## config.mk

```make
export PLATFORM = sky130hd
export DESIGN_NAME = utmi_rx_pkt_driver
export DESIGN_NICKNAME = d
export VERILOG_FILES = /design/src/rtl/utmi_rx_pkt_driver.sv
export SDC_FILE = /design/constraint.sdc
export NUM_CORES = 1
export LEC_CHECK = 0
export ABC_AREA = 1
export CAP_MARGIN = 15
export CORE_MARGIN = 10
export CORE_UTILIZATION = 45
export DETAILED_ROUTE_END_ITERATION = 6
export PLACE_DENSITY = 0.72
export SLEW_MARGIN = 20
export SYNTH_ARGS = -nofsm -noshare
export SYNTH_HDL_FRONTEND = slang
export SYNTH_SLANG_ARGS = --single-unit
export TNS_END_PERCENT = 5
```

## constraint.sdc

```tcl
create_clock -name clk_i -period 1.7 [get_ports clk_i]
set_input_delay 0.51 -clock clk_i [delete_from_list [all_inputs] [get_ports clk_i]]
set_output_delay 0.51 -clock clk_i [all_outputs]
set_load 0.02 [all_outputs]
```

## src/rtl/utmi_rx_pkt_driver.sv

```systemverilog
// rtl/utmi_rx_pkt_driver.sv - UTMI receive-side packet driver: frames a byte stream into RxActive/RxValid/RxError.
module utmi_rx_pkt_driver #(
    parameter int RXA_LEAD = 2,
    parameter int EOP_DLY  = 3,
    parameter int IPG_MIN  = 2
) (
    input  logic        clk_i,
    input  logic        rst_i,
    input  logic [7:0]  pkt_data_i,
    input  logic        pkt_valid_i,
    input  logic        pkt_last_i,
    input  logic        err_inject_i,
    output logic        pkt_ready_o,
    input  logic [3:0]  byte_gap_i,
    output logic [7:0]  DataIn_o,
    output logic        RxValid_o,
    output logic        RxActive_o,
    output logic        RxError_o,
    output logic        busy_o,
    output logic        pkt_done_o,
    output logic        pkt_err_o,
    output logic [10:0] byte_cnt_o
);

    localparam int CW = 16;
    localparam logic [CW-1:0] CNT_ZERO  = '0;
    localparam logic [CW-1:0] CNT_ONE   = CW'(1);
    localparam logic [CW-1:0] LEAD_LOAD = CW'(RXA_LEAD);
    localparam logic [CW-1:0] EOP_LOAD  = CW'(EOP_DLY);
    // The pkt_done cycle is itself the first low RxActive cycle of the gap.
    localparam logic [CW-1:0] IPG_LOAD  = CW'(IPG_MIN - 1);

    typedef enum logic [2:0] {
        S_IDLE,
        S_LEAD,
        S_DATA,
        S_GAP,
        S_EOP,
        S_IPG
    } state_t;

    state_t          state;
    logic [CW-1:0]   cnt;

    assign pkt_ready_o = (state == S_DATA);
    assign busy_o      = (state != S_IDLE);

    always_ff @(posedge clk_i or negedge rst_i) begin
        if (!rst_i) begin
            state      <= S_IDLE;
            cnt        <= CNT_ZERO;
            DataIn_o   <= 8'd0;
            RxValid_o  <= 1'b0;
            RxActive_o <= 1'b0;
            RxError_o  <= 1'b0;
            pkt_done_o <= 1'b0;
            pkt_err_o  <= 1'b0;
            byte_cnt_o <= 11'd0;
        end else begin
            RxValid_o  <= 1'b0;
            RxError_o  <= 1'b0;
            pkt_done_o <= 1'b0;
            case (state)
                S_IDLE: begin
                    if (pkt_valid_i) begin
                        state      <= S_LEAD;
                        cnt        <= LEAD_LOAD;
                        RxActive_o <= 1'b1;
                        byte_cnt_o <= 11'd0;
                        pkt_err_o  <= 1'b0;
                    end
                end
                S_LEAD: begin
                    if (cnt <= CNT_ONE) begin
                        state <= S_DATA;
                    end else begin
                        cnt <= cnt - CNT_ONE;
                    end
                end
                S_DATA: begin
                    if (pkt_valid_i) begin
                        DataIn_o  <= pkt_data_i;
                        RxValid_o <= 1'b1;
                        if (byte_cnt_o != 11'h7FF) begin
                            byte_cnt_o <= byte_cnt_o + 11'd1;
                        end
                        // Error injection outranks last and gap so the packet ends on the flagged byte.
                        if (err_inject_i) begin
                            RxError_o <= 1'b1;
                            pkt_err_o <= 1'b1;
                            state     <= S_EOP;
                            cnt       <= EOP_LOAD;
                        end else if (pkt_last_i) begin
                            state <= S_EOP;
                            cnt   <= EOP_LOAD;
                        end else if (byte_gap_i != 4'd0) begin
                            state <= S_GAP;
                            cnt   <= CW'(byte_gap_i);
                        end
                    end
                end
                S_GAP: begin
                    if (cnt <= CNT_ONE) begin
                        state <= S_DATA;
                    end else begin
                        cnt <= cnt - CNT_ONE;
                    end
                end
                S_EOP: begin
                    if (cnt == CNT_ZERO) begin
                        RxActive_o <= 1'b0;
                        pkt_done_o <= 1'b1;
                        if (IPG_MIN > 1) begin
                            state <= S_IPG;
                            cnt   <= IPG_LOAD;
                        end else begin
                            state <= S_IDLE;
                        end
                    end else begin
                        cnt <= cnt - CNT_ONE;
                    end
                end
                S_IPG: begin
                    if (cnt <= CNT_ONE) begin
                        state <= S_IDLE;
                    end else begin
                        cnt <= cnt - CNT_ONE;
                    end
                end
                default: state <= S_IDLE;
            endcase
        end
    end

endmodule

```

==> metrics.yaml <==
outcome:
  status: "finished, violations left"
  violations: "setup timing"
die:
  coreArea_um2: 5608
  initial_core_util_pct: 46.97
  ios: 43
  die_area_um2: 9313
  num_rows: 27
  dieWidth_um: 96.51
  chipHeight_um: 96.51
layout:
  area_growth_pct: 37.62
  drive_gt1_share_pct: 18.26
  seqCellArea_um2: 1080
  multi_input_area_um2: 1411
  fin_util_pct: 64.64
  fin_nets: 491
  fin_cells: 543
  antenna_cells: 0
  n_fill_cell: 495
synth:
  ys_types: 27
  ys_seq_elements: 43
  seq_area_frac_synth_pct: 40.86
  avgSynthCellArea_um2: 6.859
  netlist_area_um2: 2634
  synthTopCellsByCount: "nand2_1, inv_1, dfrtp_1"
  yosys-top-cells-area: "dfrtp_1, nand2_1, inv_1, nand3_1, nor2_1"
  yosys.area.top_type_share_pct: 40.86
  syn_nets: 405
  synth-async-reset-ratio_pct: 100.0
  yosysWarnings: 0
  synth_flop_cell: "dfrtp_1"
  synth_top_cell_by_area: "dfrtp_1"
  yosysMostFrequentCell: "nand2_1"
  synth_enable_flop_cells: 0
  synthCells: 384
grt:
  grt_max_degree: 44
  gr-usage-all-layers_pct: 16.07
  grt_pass1_vias: 2719
  overflow: 0
  antenna_found_initial: 0
  grt_pass1_wl_mm: 11.96
run:
  cap_violations: 0
sta:
  setup_violations: 13
  final.setup_skew_ns: 0.007313
  slew_headroom_pct: 76.64
  setup_ws_ns: -0.03074
  period_share_pct: 101.8
  worstMarginPinSlew_ns: 0.3492
  setup_tns_ns: -0.1507
  drv_slew: 0
  min_period_ns: 1.731
  rsz0062_at_grt: "true"
  clock.fmax_mhz: 577.8
  hold_viol: 0
routing:
  drt-total-wl_mm: 7.423
  wl_met3_um: 408
  wirelength_met1_mm: 3.252
  drt_iter0_markers: 149
  drc_errors: 0
  avgViaCountPerCell: 5.070
  vias: 2753
  met2WireLength_mm: 3.613
  dr.pass1.iters: 4
  post_drt_wl_per_cell_um: 13.67
  top_layer_used: "met4"
  antenna_violating_nets_post_route: 0
worst_setup_path:
  cp_data_required_time_ns: 1.94
  crit_type: "register to register"
  worstPathArrival_ns: 1.97
  crit_path_end_kind: "register"
  cp-start-kind: "register"
  cp_max_fo: 5
clock_tree:
  cts_hold_buf: 0
  cts_tree: "done"
  clock_latency_ns: 0.30
  clk_pin_slew_ns: 0.09
  clockBufferDepth: 2
  clock-sinks: 43
  cts_inserted_buffers: 5
  htreeDepth: 2
  root_buffer: "clkbuf_8"
placement:
  routabilityCongestion: 0.8613
  numPortBuffers: 42
  dp_hpwl_mm: 5.305
  dpl.cell_count: 529
min_path:
  hp-class: "input port to asynchronous set/reset pin"
power:
  p_leak_nw: 2.001
  power_density_nw_per_um2: 1661
  ir_worst_vdd_uv: 874.9
## sequential cells by signal, indices dropped and copies added, names as in the netlist
| register | cells |
|---|---|
| state | 3 |
| cnt | 16 |
| RxActive_o | 1 |
| pkt_err_o | 1 |
| RxValid_o | 1 |
| DataIn_o | 8 |
| byte_cnt_o | 11 |
| pkt_done_o | 1 |
| RxError_o | 1 |
## what timing repair did
item / 4_1_cts / 5_1_grt
endpoints found under the setup margin: 28 / 29
cloned: 0 / 1
resized for setup: 31 / 46
pin swaps: 0 / 10
setup buffers: 0 / 5
## layout make-up
type,count,area share (%)
clock buffer,7,2.106
timing repair inverter,1,0.3107
tap,72,2.485
multi-input combinational,289,38.94
sequential,43,29.79
timing repair buffer,85,20.75
clock inverter,1,0.8284
inverter,45,4.798
## kinds of logic after synthesis
| family | Yosys count | share of synthesized area [%] |
|---|---|---|
| compound gates | 28 | 6.746 |
| xor+xnor | 7 | 2.328 |
| fa+ha+maj | 4 | 1.900 |
| buf+inv | 52 | 8.361 |
| flops | 43 | 40.86 |
| simple gates | 250 | 39.81 |
## through the flow
stage          total power, mW  setup slack [ns]  area (um2)  hold WS (ns)
6_report                 6.020          -0.03074        3625        0.1824
2_1_floorplan            3.698           0.03588        2636        0.2144
3_5_place_dp             4.958           -0.3135        3403        0.4621
4_1_cts                  5.674           -0.1480        3480        0.1931
5_1_grt                  6.511           -0.1363        3625        0.1913
3_3_place_gp             4.877           -0.2544        3403        0.4536
## worst paths after layout
check | slack, ns | startpoint | cells past startpoint | to
max | -0.03 | cnt[4]$_DFFE_PN0P_ | 9 | cnt[1]$_DFFE_PN0P_
max in group asynchronous | 1.29 | rst_i | 2 | byte_cnt_o[0]$_DFFE_PN0P_
min in group clk_i | 0.48 | DataIn_o[2]$_DFFE_PN0P_ | 2 | DataIn_o[2]$_DFFE_PN0P_
max reg2reg | -0.03 | cnt[4]$_DFFE_PN0P_ | 9 | cnt[1]$_DFFE_PN0P_
min | 0.18 | rst_i | 2 | cnt[13]$_DFFE_PN0P_
min reg2reg | 0.48 | DataIn_o[2]$_DFFE_PN0P_ | 2 | DataIn_o[2]$_DFFE_PN0P_
## cells in the final DEF, fill, tap and decap left out, types with 4 or more instances in the layout
cell / count
xor2_1: 4
nor2_2: 9
nand3_1: 29
clkbuf_8: 5
inv_1: 42
buf_6: 4
nand4_1: 12
nor2_1: 31
o21ai_0: 13
nand2_1: 147
dlygate4sd2_1: 23
nand2_2: 7
dfrtp_1: 40
buf_4: 38
nor3_1: 6
clkdlybuf4s50_1: 9
nor2_4: 5
dlymetal6s2s_1: 6
ha_1: 4
## per-layer routing
layer / GRT usage, % / vias to the layer above
met3: 4.395 / 17
met1: 18.27 / 1280
met5: 0 / -
li1: - / 1384
met4: 7.143 / 0
met2: 27.56 / 72
## worst max-delay path: stages (launching register included)
cell and delay (ns):
dfrtp_1 0.44, nor2_2 0.18, nand2_2 0.13, nor2_4 0.13
o211ai_4 0.11, o21ai_4 0.30, buf_6 0.14, buf_6 0.10
nand2_1 0.05, nand2_1 0.07
## where the power goes
| part | switching (mW) | total (mW) | internal (mW) |
|---|---|---|---|
| combinational | 2.19 | 3.61 | 1.42 |
| sequential | 0.259 | 1.60 | 1.34 |
| clock | 0.370 | 0.810 | 0.440 |
| total | 2.82 | 6.02 | 3.20 |
No activity file was read; power rests on OpenSTA's default activity.
